<file path="src/rtl/immediate_generator_pkg.sv">
// imm_pkg: shared widths, opcode classes and the opcode-to-immediate-kind mapping.
package imm_pkg;
  localparam int WIDTH = 16;
  localparam int OPC_W = 5;
  localparam logic [OPC_W-1:0] OPC_SE11 = 5'h00;
  localparam logic [OPC_W-1:0] OPC_SE3  = 5'h08;
  localparam logic [OPC_W-1:0] OPC_ZE11 = 5'h10;
  localparam logic [OPC_W-1:0] OPC_BR   = 5'h18;
  localparam logic [OPC_W-1:0] OPC_LUI  = 5'h1C;
  localparam logic [OPC_W-1:0] OPC_ME   = 5'h1D;
  localparam logic [OPC_W-1:0] OPC_NONE = 5'h1E;
  typedef enum logic [2:0] {
    K_SE11,
    K_SE3,
    K_ZE11,
    K_BR,
    K_LUI,
    K_ME,
    K_NONE
  } imm_kind_t;
  // The top two opcode bits select an 8-opcode class; the last class is split further.
  function automatic imm_kind_t opc_to_kind(input logic [OPC_W-1:0] opc);
    return opc[4:3] == OPC_SE11[4:3] ? K_SE11 :
           opc[4:3] == OPC_SE3[4:3]  ? K_SE3  :
           opc[4:3] == OPC_ZE11[4:3] ? K_ZE11 :
           opc[2:2] == OPC_BR[2:2]   ? K_BR   :
           opc == OPC_LUI            ? K_LUI  :
           opc == OPC_ME             ? K_ME   : K_NONE;
  endfunction
endpackage

</file>
<file path="src/rtl/immediate_generator_decode.sv">
// imm_class_decode: classifies the opcode field into an immediate kind.
module imm_class_decode
  import imm_pkg::*;
(
  input  logic [OPC_W-1:0] opc,
  output imm_kind_t        kind
);
  assign kind = opc_to_kind(opc);
endmodule

</file>
<file path="src/rtl/immediate_generator.sv">
// immediate_generator: combinational immediate mux plus the LUI upper-byte latch for LUI/ME pairs.
module immediate_generator
  import imm_pkg::*;
(
  input  logic             CLK,
  input  logic             RST_N,
  input  logic [WIDTH-1:0] Input,
  output logic [WIDTH-1:0] Output
);
  logic [OPC_W-1:0] opc;
  logic [7:0]       upper_reg;
  logic [WIDTH-1:0] se11, se3, ze11, br, lui, me;
  imm_kind_t        kind;
  assign opc = Input[OPC_W-1:0];
  imm_class_decode u_decode (
    .opc (opc),
    .kind(kind)
  );
  // An unknown opcode never matches LUI, so X on Input leaves the byte untouched.
  always_ff @(posedge CLK or negedge RST_N)
    if (!RST_N) upper_reg <= 8'h00;
    else if (opc == OPC_LUI) upper_reg <= Input[12:5];
  always_comb begin
    se11   = {{5{Input[15]}}, Input[15:5]};
    se3    = {{13{Input[7]}}, Input[7:5]};
    ze11   = {5'b0, Input[15:5]};
    br     = {se11[WIDTH-2:0], 1'b0};
    lui    = {Input[12:5], 8'h00};
    me     = {upper_reg, Input[12:5]};
    Output = kind == K_SE11 ? se11 :
             kind == K_SE3  ? se3  :
             kind == K_ZE11 ? ze11 :
             kind == K_BR   ? br   :
             kind == K_LUI  ? lui  :
             kind == K_ME   ? me   : '0;
  end
endmodule

</file>
<file path="config.mk">
export PLATFORM = sky130hd
export DESIGN_NAME = immediate_generator
export DESIGN_NICKNAME = d
export VERILOG_FILES = /design/src/rtl/immediate_generator_pkg.sv /design/src/rtl/immediate_generator_decode.sv /design/src/rtl/immediate_generator.sv
export SDC_FILE = /design/constraint.sdc
export NUM_CORES = 1
export LEC_CHECK = 0
export ABC_AREA = 1
export CELL_PAD_IN_SITES_DETAIL_PLACEMENT = 1
export CELL_PAD_IN_SITES_GLOBAL_PLACEMENT = 1
export CORE_ASPECT_RATIO = 1.1
export CORE_MARGIN = 5
export CORE_UTILIZATION = 28
export DETAILED_ROUTE_END_ITERATION = 16
export PLACE_DENSITY_LB_ADDON = 0.2
export SYNTH_ARGS = -nofsm -noshare
export SYNTH_HDL_FRONTEND = slang
export SYNTH_SLANG_ARGS = --single-unit
</file>
<file path="constraint.sdc">
create_clock -name CLK -period 2.05 [get_ports CLK]
set_clock_uncertainty 0.1 [all_clocks]
set_input_delay 0.615 -clock CLK [delete_from_list [all_inputs] [get_ports CLK]]
set_output_delay 0.615 -clock CLK [all_outputs]
set_load 0.02 [all_outputs]
</file>
Word level (Yosys, flattened, before mapping):

Index checks and enable logic that the tools add are counted.

* flip-flop bits (word level): 8
* bits in latches: 0
* RAM bits: 0
* memory bits (read-only): 0
* bits of input ports: 18
* output and inout bits: 16
* word-level logic and storage cells: 24
* memories kept: 0

* add/subtract/negate cells: 0
* $mul: 0
* divide/modulo/power cells: 0
* order comparisons: 0
* equal/unequal tests: 9
* shift operators: 0
* multiplexer cells: 12
* bitwise gates (word level): 0
* reduce and logical (&&, ||, !) cells: 2

Operators by type and width (count)
* 16-bit 2-to-1 mux: 6
* 3-bit 2-to-1 mux: 5
* 5-bit equality test (second input constant): 2
* 3-bit by 2-bit equality test with 1-bit output (second input constant): 2
* 3-bit equality test (second input constant): 2
* 3-bit by 1-bit equality test with 1-bit output (second input constant): 1
* 3-bit zero test: 1
* 2-bit by 1-bit equality test with 1-bit output (second input constant): 1
* 2-bit equality test (second input constant): 1
* 2-bit zero test: 1
* 2-bit 2-to-1 mux: 1

Depth between registers and ports, before layout:

Gate-level depths: netlist (run 1).

* depth after elaboration: 14
* mapped depth: 7
* mapped depth without buffers: 7

Modules after synthesis:

A second synthesis (run 1) with hierarchy kept.

* cells, all modules: 145
* area total of the unflattened synthesis: 869.6 µm²

By module, submodules not included
* immediate_generator: instances 1, cells each 136, area an instance 828.3 µm², sequential area each 200.2 µm²
* imm_class_decode: instances 1, cells each 9, area an instance 41.3 µm², sequential area each 0.0 µm²

Worst setup path after synthesis (run 1):

OpenSTA, ideal clock, no wires.

* path kind: in2out
* start: in Input[4]
* end: out Output[14]
* data arrival time: 1.270 ns
* data required time: 1.335 ns
* slack: 0.065 ns
* stages: 5
* path buffers: 0
* cells stage by stage: inv_2 > nand3_1 > o21ai_1 > inv_1 > nand4_1

* longest elaborated chain between the ends: 14
* elaborated cells between the ends (all ways): 23
* classes of those cells: 9 x eq/ne; 12 x mux; 2 x reduce/logical

Ends and longest elaborated chain
* start: declaration: RTL line immediate_generator.sv:7 `input logic [WIDTH-1:0] Input,`
* 5-bit equality test: RTL line immediate_generator_pkg.sv:28 `opc == OPC_ME ? K_ME : K_NONE;`
* 2-bit 2-to-1 mux: RTL line immediate_generator_pkg.sv:28
* 3-bit 2-to-1 mux: RTL line immediate_generator_pkg.sv:27 `opc == OPC_LUI ? K_LUI :`
* 3-bit 2-to-1 mux: RTL line immediate_generator_pkg.sv:26 `opc[2:2] == OPC_BR[2:2] ? K_BR :`
* 3-bit 2-to-1 mux: RTL line immediate_generator_pkg.sv:25 `opc[4:3] == OPC_ZE11[4:3] ? K_ZE11 :`
* 3-bit 2-to-1 mux: RTL line immediate_generator_pkg.sv:24 `opc[4:3] == OPC_SE3[4:3] ? K_SE3 :`
* 3-bit 2-to-1 mux *: RTL line immediate_generator_pkg.sv:23 `return opc[4:3] == OPC_SE11[4:3] ? K_SE11 :`
* 3-bit equality test: RTL line immediate_generator.sv:35 `kind == K_ME ? me : '0;`
* 16-bit 2-to-1 mux: RTL line immediate_generator.sv:35
* 16-bit 2-to-1 mux: RTL line immediate_generator.sv:34 `kind == K_LUI ? lui :`
* 16-bit 2-to-1 mux: RTL line immediate_generator.sv:33 `kind == K_BR ? br :`
* 16-bit 2-to-1 mux: RTL line immediate_generator.sv:32 `kind == K_ZE11 ? ze11 :`
* 16-bit 2-to-1 mux: RTL line immediate_generator.sv:31 `kind == K_SE3 ? se3 :`
* 16-bit 2-to-1 mux *: RTL line immediate_generator.sv:30 `Output = kind == K_SE11 ? se11 :`
* end: declaration: RTL line immediate_generator.sv:8 `output logic [WIDTH-1:0] Output`

Every way passes the cells marked *; elsewhere a longest branch is shown, timed or not.

Final worst setup path (run 1):

* start: in Input[3]
* end: out Output[14]

Same word-level chain as after synthesis.

==> reports/summary.txt, run 1 <==
WORST SETUP PATH
----------------------------------------------------------------------------------------
Crit path capture type ....................................................  output port
Ordered list of cells on the worst path ................................... buf_12 -> nand2_4 -> nor2_4 -> buf_12 -> buf_8 -> nand3_4 -> nand4_1 -> buf_4
Most prevalent standard cell on the critical path ......................... sky130_fd_sc_hd__buf_12
Start point of the critical path ..........................................     Input[3]
Register-to-Register Path Depth ...........................................            2
Kind of cell with the highest combined delay on the critical path ......... buffers and inverters
Required time at the worst-slack endpoint .................................      1.33 ns
WP data arrival ...........................................................      1.55 ns
Worst flop-to-flop path endpoint .......................................... upper_reg[5]
Largest driver fanout on the critical path ................................            6
Largest stage delay, worst path ...........................................      0.17 ns
Buf/Inv on CP .............................................................            4
Nature of the critical path startpoint .................................... primary input
Critical-path top delay cell .............................................. sky130_fd_sc_hd__buf_4
Crit. path cell count .....................................................            8
FF-to-FF Start ............................................................ upper_reg[5]
Last element of the critical path .........................................   Output[14]
CP Class ..................................................................       in2out
R2R setup slack ...........................................................      1.31 ns

ROUTING
----------------------------------------------------------------------------------------
Detailed Route WL .........................................................      5650 um
# DRC .....................................................................            0
Via count .................................................................         1284
Detail-routed net length per standard cell ................................      24.4 um
Number of vias per cell ...................................................         5.56
Antenna-violating nets left ...............................................            0
Number of search-and-repair iterations in the first detailed-routing pass .            4
Drt first-iter violations .................................................           93

LAYOUT
----------------------------------------------------------------------------------------
Non-filler instance count after layout ....................................          231
Filler instances ..........................................................          282
Number of diodes ..........................................................            0
Area added between synthesis and finish ...................................         137%
Fraction of final layout cells sized beyond drive strength 1 ..............        60.0%
# nets final ..............................................................          220
Max reg flops .............................................................            8

CLOCKING
----------------------------------------------------------------------------------------
Cell at the root of the clock tree ........................................ sky130_fd_sc_hd__clkbuf_4
Number of buffers inserted during clock tree synthesis ....................            3
Clock tree from TritonCTS .................................................         done
Reg clk slew, reported paths ..............................................      0.05 ns
Clk Latency, worst-skew pair ..............................................      0.24 ns
H-tree depth reported by CTS ..............................................            1
Maximum root-to-sink buffer count .........................................            2
Clock Sinks ...............................................................            8
Count of hold buffers inserted by post-cts repair .........................            0

WORST HOLD PATH
----------------------------------------------------------------------------------------
Worst hold path depth .....................................................            2
Hold/Removal Path Class ...................................................      reg2reg
Hold path startpoint ...................................................... upper_reg[2]

STA
----------------------------------------------------------------------------------------
Worst Setup Slack, final ..................................................    -0.220 ns
RSZ-0062 raised after global routing ......................................          yes
Final count of negative-setup-slack endpoints .............................           16
WHS .......................................................................     0.407 ns
Worst slew margin relative to its limit ...................................        77.5%
Fin. max-slew vios ........................................................            0
Maximum frequency from static timing analysis .............................    0.441 GHz
Number of hold violations in the final report .............................            0
Clock period minus final worst setup slack ................................      2.27 ns
Final worst-path cycle share ..............................................         111%
Tightest Pin Transition ...................................................     0.336 ns

PLACED DESIGN
----------------------------------------------------------------------------------------
Input/output buffers ......................................................           33
HPWL after DPL ............................................................      2520 um
Final weighted congestion in routability-driven placement .................        0.857
# placed instances ........................................................          209

YOSYS
----------------------------------------------------------------------------------------
Distinct cell type count after synthesis ..................................           16
Seq/Total Area, Yosys .....................................................        27.0%
Number of register bits inferred by synthesis .............................            8
Net Count, Synth ..........................................................          144
Synthesis Warnings ........................................................            0
Prevailing post-synth register cell ....................................... sky130_fd_sc_hd__dfrtp_1
Average instance area after synthesis .....................................   5.89 sq um
Syn Inst Count ............................................................          126
Proportion of synthesized flip-flops having asynchronous set or reset .....         100%
Number of enable-type register cells in the synthesized netlist ...........            0
Netlist area before placement .............................................    742 sq um

GLOBAL ROUTING
----------------------------------------------------------------------------------------
Maximum number of pins on one net before global-route repair ..............           11
Vias in the first global route ............................................         1312
Overflow left after global routing ........................................            0
GR peak layer .............................................................         met2
Overall global routing resource usage .....................................        23.4%
Met1 Track Usage GR .......................................................        25.7%
GR Util met2 ..............................................................        42.1%
First-pass GRT wire length ................................................      6710 um
Number of antenna violations at the first check in global routing .........            0
Met3 Use GR ...............................................................        3.82%

POWER AND IR DROP
----------------------------------------------------------------------------------------
Total leakage power .......................................................     0.881 nW
Power per Cell Area .......................................................  401 nW/um^2
Worst vdd ir ..............................................................   0.000535 V

RUN STATUS
----------------------------------------------------------------------------------------
Violated checks ........................................................... negative setup slack
Result of the run ......................................................... finished with violations

DIE
----------------------------------------------------------------------------------------
Die span in y .............................................................      64.0 um
Core area .................................................................   2520 sq um
Die width .................................................................      59.1 um
IO Count ..................................................................           34
Area of the die ...........................................................   3780 sq um
Initial core utilization ..................................................        29.4%
Total number of placement rows ............................................           19

FLOW RUN
----------------------------------------------------------------------------------------
Max-cap violations ........................................................            0

[cells by family after synthesis]
group                  Yosys count  share of synthesized area (%)
AND/OR/NAND/NOR                 92                           57.2
AO/OA/AOI/OAI                    9                           6.74
flip-flops                       8                           27.0
buffers and inverters           17                           9.11
[area by class of cell]
class | count | area (sq um) | area share [%]
multi-input combinational | 101 | 737 | 41.8
timing repair buffer | 72 | 676 | 38.4
sequential | 8 | 200 | 11.4
inverter | 16 | 87.6 | 4.97
tap | 31 | 38.8 | 2.20
clock buffer | 3 | 22.5 | 1.28
[layout by cell type, fill, tap and decap left out]
cell,Yosys,routed
sky130_fd_sc_hd__nand2_1,54,42
sky130_fd_sc_hd__buf_4,1,40
sky130_fd_sc_hd__buf_6,0,14
sky130_fd_sc_hd__nand2_2,4,10
sky130_fd_sc_hd__nand3_2,1,10
sky130_fd_sc_hd__dlygate4sd2_1,0,10
sky130_fd_sc_hd__nand3_4,0,9
sky130_fd_sc_hd__nand4_1,8,8
sky130_fd_sc_hd__dfrtp_1,8,8
sky130_fd_sc_hd__inv_2,1,7
sky130_fd_sc_hd__nor2_4,2,5
sky130_fd_sc_hd__inv_1,15,5
sky130_fd_sc_hd__nand2_4,0,5
sky130_fd_sc_hd__buf_12,0,5
sky130_fd_sc_hd__o21ai_2,0,4
sky130_fd_sc_hd__clkbuf_4,0,3
sky130_fd_sc_hd__o21ai_1,2,2
sky130_fd_sc_hd__nor2_1,3,2
sky130_fd_sc_hd__o211ai_1,2,2
sky130_fd_sc_hd__nand2_8,0,1
sky130_fd_sc_hd__inv_6,0,1
sky130_fd_sc_hd__inv_8,0,1
sky130_fd_sc_hd__clkinv_8,0,1
sky130_fd_sc_hd__inv_4,0,1
sky130_fd_sc_hd__a21oi_2,0,1
sky130_fd_sc_hd__buf_2,0,1
sky130_fd_sc_hd__clkdlybuf4s50_1,0,1
sky130_fd_sc_hd__buf_8,0,1
[cells in the mapped netlist (2+ instances only)]
cell type / count / area (sq um)
sky130_fd_sc_hd__nor2_4: 2 / 22.5
sky130_fd_sc_hd__inv_1: 15 / 56.3
sky130_fd_sc_hd__o21ai_0: 4 / 20.0
sky130_fd_sc_hd__nor2_2: 2 / 12.5
sky130_fd_sc_hd__nand4_1: 8 / 50.1
sky130_fd_sc_hd__o21ai_1: 2 / 10.0
sky130_fd_sc_hd__dfrtp_1: 8 / 200
sky130_fd_sc_hd__nand2_1: 54 / 203
sky130_fd_sc_hd__o211ai_1: 2 / 15.0
sky130_fd_sc_hd__nand3_1: 18 / 90.1
sky130_fd_sc_hd__nand2_2: 4 / 25.0
sky130_fd_sc_hd__nor2_1: 3 / 11.3
[where the power goes]
| part | total (mW) | internal, mW | switching, mW |
|---|---|---|---|
| Clock | 0.114 | 0.0666 | 0.0470 |
| Sequential | 0.215 | 0.191 | 0.0241 |
| Combinational | 0.379 | 0.161 | 0.218 |
| Total | 0.707 | 0.418 | 0.289 |
[stage by stage]
stage | setup TNS [ns] | area (sq um) | power [mW] | util [%] | setup slack (ns)
2_1_floorplan | 0 | 742 | 0.330 | - | 0.0650
3_3_place_gp | -16.95 | 1250 | 0.475 | 49.8 | -1.09
3_5_place_dp | -17.53 | 1250 | 0.481 | 49.8 | -1.14
4_1_cts | -1.39 | 1470 | 0.623 | 58.4 | -0.110
5_1_grt | -3.11 | 1760 | 0.752 | 69.9 | -0.240
6_report | -2.57 | 1760 | 0.707 | 69.9 | -0.220
[worst register-to-register path, delay by kind of cell (launching register included)]
kind | cells | cell delay (ns)
DFF | 1 | 0.39
and+or+nand+nor | 2 | 0.14
[layer usage]
metal / share of wire, % / vias to the layer above
met3: 6.7 / 33
met2: 51 / 70
met1: 37 / 619
met5: 0 / -
met4: 5.5 / 0
li1: - / 562
[how the worst min path moves through the flow]
stage | endpoint | slack [ns]
final | upper_reg[2] | 0.41
after global routing | upper_reg[6] | 0.43
after CTS | upper_reg[2] | 0.37
after detailed placement | upper_reg[2] | 0.36
after global placement | upper_reg[2] | 0.36
after floorplan | upper_reg[0] | 0.22
[what timing repair did]
| action | in CTS | in global routing |
|---|---|---|
| buffers inserted | 10 | 9 |
| gates resized for setup | 175 | 57 |
| pin swaps | 17 | 23 |
| endpoints found under the setup margin | 16 | 16 |
| cloned | 0 | 1 |
| hold endpoints to repair | 0 | 0 |
(Power assumes the default switching activity.)
==> run 2: changes to the inputs <==
CORE_MARGIN = 2   (was 5)
CORE_UTILIZATION = 29   (was 28)
CTS_BUF_LIST = sky130_fd_sc_hd__clkbuf_8   (was not set)
==> run 2 against run 1 <==
Effect of this change:
- the run now fails in 5_1_grt
- synthesized cell count unchanged
- area after synthesis is the same
==> reports/summary.txt, run 2 <==
YOSYS
------------------------------------------------------------------------------------
Number of enable-type register cells in the synthesized netlist .......            0
Share of the synthesized area in the top cell type ....................        27.3%
Synth Area in Compound Gates ..........................................        6.75%
Distinct cell type count after synthesis ..............................           16
Average instance area after synthesis .................................   5.89 sq um
Net Count, Synth ......................................................          144
Adder-cell share of the synthesized area ..............................           0%
Proportion of synthesized flip-flops having asynchronous set or reset .         100%
Post-synthesis simple-gate area fraction ..............................        57.2%
Most numerous cell in the Yosys netlist ............................... sky130_fd_sc_hd__nand2_1
Leading post-synthesis cells by cell area ............................. sky130_fd_sc_hd__nand2_1 (27%), sky130_fd_sc_hd__dfrtp_1 (27%), sky130_fd_sc_hd__nand3_1 (12%)
Largest family of logic cells by synthesized area ..................... simple AND/OR/NAND/NOR gates
Seq/Total Area, Yosys .................................................        27.0%
Portion of netlist area occupied by mux cells .........................           0%
Prevailing post-synth register cell ................................... sky130_fd_sc_hd__dfrtp_1
Yosys top cell by area ................................................ sky130_fd_sc_hd__nand2_1
Synthesis Warnings ....................................................            0
Number of register bits inferred by synthesis .........................            8
Netlist area before placement .........................................    742 sq um
Synthesized-area fraction occupied by xor and xnor cells ..............           0%
Commonest cells in the synthesized netlist ............................ sky130_fd_sc_hd__nand2_1 (54), sky130_fd_sc_hd__nand3_1 (18), sky130_fd_sc_hd__inv_1 (15), sky130_fd_sc_hd__dfrtp_1 (8), sky130_fd_sc_hd__nand4_1 (8)
Syn Inst Count ........................................................          126

GLOBAL ROUTING
------------------------------------------------------------------------------------
Number of antenna violations at the first check in global routing .....            0
Maximum number of pins on one net before global-route repair ..........            9

DIE
------------------------------------------------------------------------------------
Total number of placement rows ........................................           19
Initial core utilization ..............................................        30.0%
Die span in y .........................................................      57.1 um
Die width .............................................................      52.2 um
IO Count ..............................................................           34

RUN STATUS
------------------------------------------------------------------------------------
Error message ......................................................... [ERROR DPL-0033] detailed placement checks failed during check placement.
Halt Stage ............................................................      5_1_grt
Result of the run ..................................................... did not finish

CLOCKING
------------------------------------------------------------------------------------
Cell at the root of the clock tree .................................... sky130_fd_sc_hd__clkbuf_8
H-tree depth reported by CTS ..........................................            1
Clock Sinks ...........................................................            8
Number of buffers inserted during clock tree synthesis ................            3
Count of hold buffers inserted by post-cts repair .....................            0
Maximum root-to-sink buffer count .....................................            2

PLACED DESIGN
------------------------------------------------------------------------------------
Final weighted congestion in routability-driven placement .............        0.855
HPWL after DPL ........................................................      2540 um
Input/output buffers ..................................................           33
Cell Area, Placed .....................................................   1290 sq um

STA
------------------------------------------------------------------------------------
Worst endpoint, post-GRT repair .......................................    Output[1]
Worst ep type .........................................................  output port

run 2: per-stage QoR:
stage / hold slack, ns / utilization (%) / worst slack (ns) / cells
2_1_floorplan: 0.219 / - / 0.0650 / 126
3_3_place_gp: 0.355 / 52.2 / -1.09 / 214
3_5_place_dp: 0.361 / 52.2 / -1.14 / 214
4_1_cts: 0.372 / 68.0 / -0.127 / 235
run 2: logic make-up after synthesis:
| logic type | count (synthesis) |
|---|---|
| AO/OA/AOI/OAI | 9 |
| flip-flops | 8 |
| buffers and inverters | 17 |
| AND/OR/NAND/NOR | 92 |
run 2: repair_timing:
action | in CTS
gates resized for setup | 192
cloned | 1
buffers inserted | 17
pin swaps | 22
endpoints found under the setup margin | 16
==> run 3: changes to the inputs <==
CELL_PAD_IN_SITES_DETAIL_PLACEMENT = not set   (was 1)
CELL_PAD_IN_SITES_GLOBAL_PLACEMENT = not set   (was 1)
CORE_AREA = 2 2 63 65   (was not set)
CORE_ASPECT_RATIO = not set   (was 1.1)
CORE_MARGIN = not set   (was 2)
CORE_UTILIZATION = not set   (was 29)
CTS_BUF_LIST = not set   (was sky130_fd_sc_hd__clkbuf_8)
DIE_AREA = 0 0 65 67   (was not set)
PLACE_DENSITY_LB_ADDON = 0.15   (was 0.2)
==> run 3 against run 2 <==
Effect of this change:
- the flow now finishes, with violations (negative setup slack)
==> reports/summary.txt, run 3 (synthesis gave the netlist of run 1 again) <==
WORST SETUP PATH
----------------------------------------------------------------------------------------
Largest driver fanout on the critical path ................................            5
WP data arrival ...........................................................      1.47 ns
Nature of the critical path startpoint .................................... primary input
R2R setup slack ...........................................................      1.33 ns
Required time at the worst-slack endpoint .................................      1.33 ns
CP Class ..................................................................       in2out
Crit path capture type ....................................................  output port

DIE
----------------------------------------------------------------------------------------
IO Count ..................................................................           34
Total number of placement rows ............................................           22
Die span in y .............................................................        67 um
Die width .................................................................        65 um
Area of the die ...........................................................   4360 sq um
Initial core utilization ..................................................        20.6%
Core area .................................................................   3610 sq um

CLOCKING
----------------------------------------------------------------------------------------
Cell at the root of the clock tree ........................................ sky130_fd_sc_hd__clkbuf_8
Number of buffers inserted during clock tree synthesis ....................            3
Reg clk slew, reported paths ..............................................      0.04 ns
Clock Sinks ...............................................................            8
Clock tree from TritonCTS .................................................         done
Maximum root-to-sink buffer count .........................................            2
H-tree depth reported by CTS ..............................................            1
Clk Latency, worst-skew pair ..............................................      0.22 ns
Count of hold buffers inserted by post-cts repair .........................            0

GLOBAL ROUTING
----------------------------------------------------------------------------------------
Number of antenna violations at the first check in global routing .........            0
First-pass GRT wire length ................................................      5280 um
Maximum number of pins on one net before global-route repair ..............            9
Overall global routing resource usage .....................................        15.5%
Vias in the first global route ............................................         1104
Overflow left after global routing ........................................            0

STA
----------------------------------------------------------------------------------------
Tightest Pin Transition ...................................................     0.368 ns
Worst Setup Slack, final ..................................................    -0.138 ns
Clock period minus final worst setup slack ................................      2.19 ns
Worst slew margin relative to its limit ...................................        75.4%
Fin. max-slew vios ........................................................            0
Number of hold violations in the final report .............................            0
Setup TNS .................................................................     -1.36 ns
RSZ-0062 raised after global routing ......................................          yes
Maximum frequency from static timing analysis .............................    0.457 GHz
Final count of negative-setup-slack endpoints .............................           16
Final worst-path cycle share ..............................................         107%

PLACED DESIGN
----------------------------------------------------------------------------------------
HPWL after DPL ............................................................      2170 um
Input/output buffers ......................................................           33
Final weighted congestion in routability-driven placement .................        0.818
Cell Area, Placed .........................................................   1300 sq um
# placed instances ........................................................          229

LAYOUT
----------------------------------------------------------------------------------------
Filler instances ..........................................................          359
Area added between synthesis and finish ...................................         129%
Area of the multi-input gates .............................................    693 sq um
Most common library cell in the layout ignoring fill and taps ............. sky130_fd_sc_hd__nand2_1
Max reg flops .............................................................            8
Highest-count cells in the layout ignoring fill and taps .................. sky130_fd_sc_hd__nand2_1 (48), sky130_fd_sc_hd__buf_4 (34), sky130_fd_sc_hd__buf_6 (15)
Fraction of final layout cells sized beyond drive strength 1 ..............        53.6%
Finished layout cell area .................................................   1700 sq um
Non-filler instance count after layout ....................................          244
# nets final ..............................................................          216
Register area .............................................................    200 sq um
Number of diodes ..........................................................            0

ROUTING
----------------------------------------------------------------------------------------
Number of vias per cell ...................................................         4.49
Detail-routed net length per standard cell ................................      13.3 um
Number of search-and-repair iterations in the first detailed-routing pass .            4
Antenna-violating nets left ...............................................            0
Drt first-iter violations .................................................           77
Detailed Route WL .........................................................      3260 um
Via count .................................................................         1096
# DRC .....................................................................            0

WORST HOLD PATH
----------------------------------------------------------------------------------------
Hold/Removal Path Class ...................................................      reg2reg

POWER AND IR DROP
----------------------------------------------------------------------------------------
Power per Cell Area .......................................................  426 nW/um^2
Total leakage power .......................................................     0.852 nW
Worst vdd ir ..............................................................   0.000395 V

RUN STATUS
----------------------------------------------------------------------------------------
Result of the run ......................................................... finished with violations
Violated checks ........................................................... negative setup slack

FLOW RUN
----------------------------------------------------------------------------------------
Max-cap violations ........................................................            0

[run 3: metrics by stage]
| stage | worst slack (ns) | total power, mW | utilization, % | hold slack, ns |
|---|---|---|---|---|
| after floorplan | 0.0650 | 0.330 | - | 0.219 |
| after global placement | -1.15 | 0.482 | 36.0 | 0.358 |
| after detailed placement | -1.14 | 0.482 | 36.0 | 0.364 |
| after CTS | -0.118 | 0.686 | 41.1 | 0.372 |
| after global routing | -0.172 | 0.777 | 47.1 | 0.410 |
| final | -0.138 | 0.724 | 47.1 | 0.370 |
[run 3: final cells by class]
| cell class | count | share of cell area, % |
|---|---|---|
| Multi-Input combinational cell | 103 | 40.8 |
| Clock buffer | 3 | 2.43 |
| Inverter | 16 | 4.42 |
| Tap cell | 48 | 3.54 |
| Sequential cell | 8 | 11.8 |
| Timing Repair Buffer | 66 | 37.0 |
[run 3: path summary, 6_finish.rpt]
path                       cells after the start          from      endpoint
max                                            8      Input[4]    Output[15]
min                                            2  upper_reg[2]  upper_reg[2]
max reg2reg                                    2  upper_reg[5]  upper_reg[5]
min reg2reg                                    2  upper_reg[2]  upper_reg[2]
max in group asynchronous                      1         RST_N  upper_reg[7]
min in group asynchronous                      1         RST_N  upper_reg[6]
[run 3: worst max-delay path, cell delays in order]
cell	delay [ns]
sky130_fd_sc_hd__buf_12	0.10
sky130_fd_sc_hd__nand2_4	0.09
sky130_fd_sc_hd__nor2_4	0.17
sky130_fd_sc_hd__buf_6	0.15
sky130_fd_sc_hd__nand2_4	0.06
sky130_fd_sc_hd__nand2_1	0.08
sky130_fd_sc_hd__nand2_1	0.08
sky130_fd_sc_hd__buf_6	0.13
[run 3: what timing repair did]
| action | 4_1_cts | 5_1_grt |
|---|---|---|
| gates cloned | 2 | 0 |
| gates resized for setup | 160 | 46 |
| setup buffers | 7 | 3 |
| endpoints found under the hold margin | 0 | 0 |
| endpoints found under the setup margin | 16 | 16 |
| pin swaps | 20 | 15 |
[run 3: power breakdown]
group          internal [mW]  switching, mW
combinational          0.154          0.182
sequential             0.191         0.0194
clock                  0.126         0.0512
total                  0.472          0.252
[run 3: per-layer routing]
layer / GRT usage, % / up-vias / share of wire, %
li1: - / 555 / -
met1: 18.5 / 509 / 42
met2: 28.4 / 26 / 52
met3: 2.20 / 6 / 4.3
met4: 5.32 / 0 / 1.4
met5: 0 / - / 0
==> run 4: changes to the inputs <==
REMOVE_ABC_BUFFERS = 1   (was not set)
==> run 4 against run 3 <==
Effect of this change:
- the run still ends with negative setup slack left
- worst setup slack worse by 0.022 ns
- first-iteration DRC count shrank 61%
- sequential power hardly changed
- critical path depth unchanged
- wire length rose by 6.5%
- critical endpoint is now Output[13]
- largest cell class is now buffers
- highest routed layer unchanged
==> reports/summary.txt, run 4 (synthesis gave the netlist of run 1 again) <==
RUN STATUS
----------------------------------------------------------------------------------------
Result of the run ......................................................... finished with violations
Violated checks ........................................................... negative setup slack

WORST HOLD PATH
----------------------------------------------------------------------------------------
Worst hold path depth .....................................................            2
End point of the most critical hold path .................................. upper_reg[6]
Hold/Removal Path Class ...................................................      reg2reg
Hold path startpoint ...................................................... upper_reg[6]

LAYOUT
----------------------------------------------------------------------------------------
Number of diodes ..........................................................            0
# nets final ..............................................................          228
Highest-count cells in the layout ignoring fill and taps .................. sky130_fd_sc_hd__buf_4 (40), sky130_fd_sc_hd__nand2_1 (35), sky130_fd_sc_hd__buf_6 (22)
Most common library cell in the layout ignoring fill and taps ............. sky130_fd_sc_hd__buf_4
Fraction of final layout cells sized beyond drive strength 1 ..............        65.4%
Max reg flops .............................................................            8
Area added between synthesis and finish ...................................         154%
Filler instances ..........................................................          324

WORST SETUP PATH
----------------------------------------------------------------------------------------
Largest driver fanout on the critical path ................................            5
Nature of the critical path startpoint .................................... primary input
CP Class ..................................................................       in2out
Register-to-Register Path Depth ...........................................            2
Required time at the worst-slack endpoint .................................      1.33 ns
Crit path capture type ....................................................  output port
FF-to-FF Start ............................................................ upper_reg[7]
WP data arrival ...........................................................      1.49 ns
Worst flop-to-flop path endpoint .......................................... upper_reg[7]
R2R setup slack ...........................................................      1.33 ns

POWER AND IR DROP
----------------------------------------------------------------------------------------
Worst vdd ir ..............................................................   0.000341 V
Power Total ...............................................................     0.761 mW
Total leakage power .......................................................     0.916 nW
Power per Cell Area .......................................................  404 nW/um^2

GLOBAL ROUTING
----------------------------------------------------------------------------------------
Overflow left after global routing ........................................            0
Overall global routing resource usage .....................................        16.8%
First-pass GRT wire length ................................................      5620 um
Vias in the first global route ............................................         1191
Number of antenna violations at the first check in global routing .........            0
Maximum number of pins on one net before global-route repair ..............            9

CLOCKING
----------------------------------------------------------------------------------------
Clock tree from TritonCTS .................................................         done
H-tree depth reported by CTS ..............................................            1
Cell at the root of the clock tree ........................................ sky130_fd_sc_hd__clkbuf_8
Maximum root-to-sink buffer count .........................................            2
Number of buffers inserted during clock tree synthesis ....................            3
Clk Latency, worst-skew pair ..............................................      0.22 ns
Reg clk slew, reported paths ..............................................      0.04 ns
Clock Sinks ...............................................................            8

STA
----------------------------------------------------------------------------------------
Final worst-path cycle share ..............................................         108%
RSZ-0062 raised after global routing ......................................          yes
Fin. max-slew vios ........................................................            0
Final count of negative-setup-slack endpoints .............................           15
Worst Setup Slack, final ..................................................    -0.160 ns
Setup TNS .................................................................     -1.72 ns
Tightest Pin Transition ...................................................     0.350 ns
Number of hold violations in the final report .............................            0
Maximum frequency from static timing analysis .............................    0.453 GHz
Worst slew margin relative to its limit ...................................        76.6%
Clock period minus final worst setup slack ................................      2.21 ns

ROUTING
----------------------------------------------------------------------------------------
Drt first-iter violations .................................................           30
Detail-routed net length per standard cell ................................      13.6 um
Number of vias per cell ...................................................         4.52
Number of search-and-repair iterations in the first detailed-routing pass .            4
Detailed Route WL .........................................................      3470 um
# DRC .....................................................................            0
Via count .................................................................         1156
Antenna-violating nets left ...............................................            0

FLOW RUN
----------------------------------------------------------------------------------------
Max-cap violations ........................................................            0

DIE
----------------------------------------------------------------------------------------
IO Count ..................................................................           34
Total number of placement rows ............................................           22
Core area .................................................................   3610 sq um
Area of the die ...........................................................   4360 sq um
Die width .................................................................        65 um
Die span in y .............................................................        67 um
Initial core utilization ..................................................        20.6%

PLACED DESIGN
----------------------------------------------------------------------------------------
Final weighted congestion in routability-driven placement .................        0.760
HPWL after DPL ............................................................      2240 um
Input/output buffers ......................................................           33

==> run 4: where the power goes <==
part / switching (mW) / internal, mW
clock: 0.0554 / 0.127
combinational: 0.192 / 0.175
sequential: 0.0213 / 0.191
==> run 4: layout make-up <==
class | instances | area (sq um) | share of cell area [%]
clock buffers | 3 | 41.3 | 2.19
inverters | 16 | 92.6 | 4.92
multi-input cells | 101 | 721 | 38.3
flip-flops and latches | 8 | 200 | 10.6
well taps | 48 | 60.1 | 3.19
repair buffers | 80 | 768 | 40.8
==> run 4: worst max path at each step <==
stage / from / endpoint / slack [ns] / cells after the start
final: Input[2] / Output[13] / -0.16 / 8
after global routing: Input[2] / Output[13] / -0.21 / 8
after CTS: Input[2] / Output[12] / -0.12 / 8
after detailed placement: Input[3] / Output[15] / -1.13 / 8
after global placement: Input[3] / Output[15] / -1.14 / 8
after floorplan: Input[3] / Output[2] / -0.19 / 4
==> run 4: stage by stage <==
stage | worst slack [ns] | utilization [%] | cell area, sq um | cells | hold WS (ns)
after global routing | -0.209 | 52.2 | 1880 | 256 | 0.384
final | -0.160 | 52.2 | 1880 | 256 | 0.369
after global placement | -1.14 | 36.5 | 1320 | 230 | 0.359
after CTS | -0.120 | 48.8 | 1760 | 257 | 0.370
after floorplan | -0.190 | - | 734 | 125 | 0.219
after detailed placement | -1.13 | 36.5 | 1320 | 230 | 0.361
==> run 4: what timing repair did <==
| item | CTS | global route |
|---|---|---|
| pin swaps | 35 | 26 |
| buffers inserted | 23 | 1 |
| resized for setup | 200 | 37 |
| hold buffers | 0 | 0 |
| setup endpoints to repair | 16 | 17 |
| gates cloned | 1 | 0 |
==> run 4: layer usage <==
| layer | vias up | global-route usage, % | share of wire (%) |
|---|---|---|---|
| li1 | 579 | - | - |
| met1 | 543 | 22.0 | 44 |
| met2 | 31 | 29.4 | 51 |
| met3 | 3 | 2.20 | 4.4 |
| met4 | 0 | 3.19 | 0.49 |
| met5 | - | 0 | 0 |
==> run 4: critical path, stage by stage <==
cell and delay, ns:
sky130_fd_sc_hd__buf_8 0.11, sky130_fd_sc_hd__buf_6 0.11, sky130_fd_sc_hd__nor2_4 0.16, sky130_fd_sc_hd__buf_6 0.16, sky130_fd_sc_hd__nand2_4 0.07, sky130_fd_sc_hd__nand2_1 0.06, sky130_fd_sc_hd__nand2_1 0.06, sky130_fd_sc_hd__buf_6 0.13
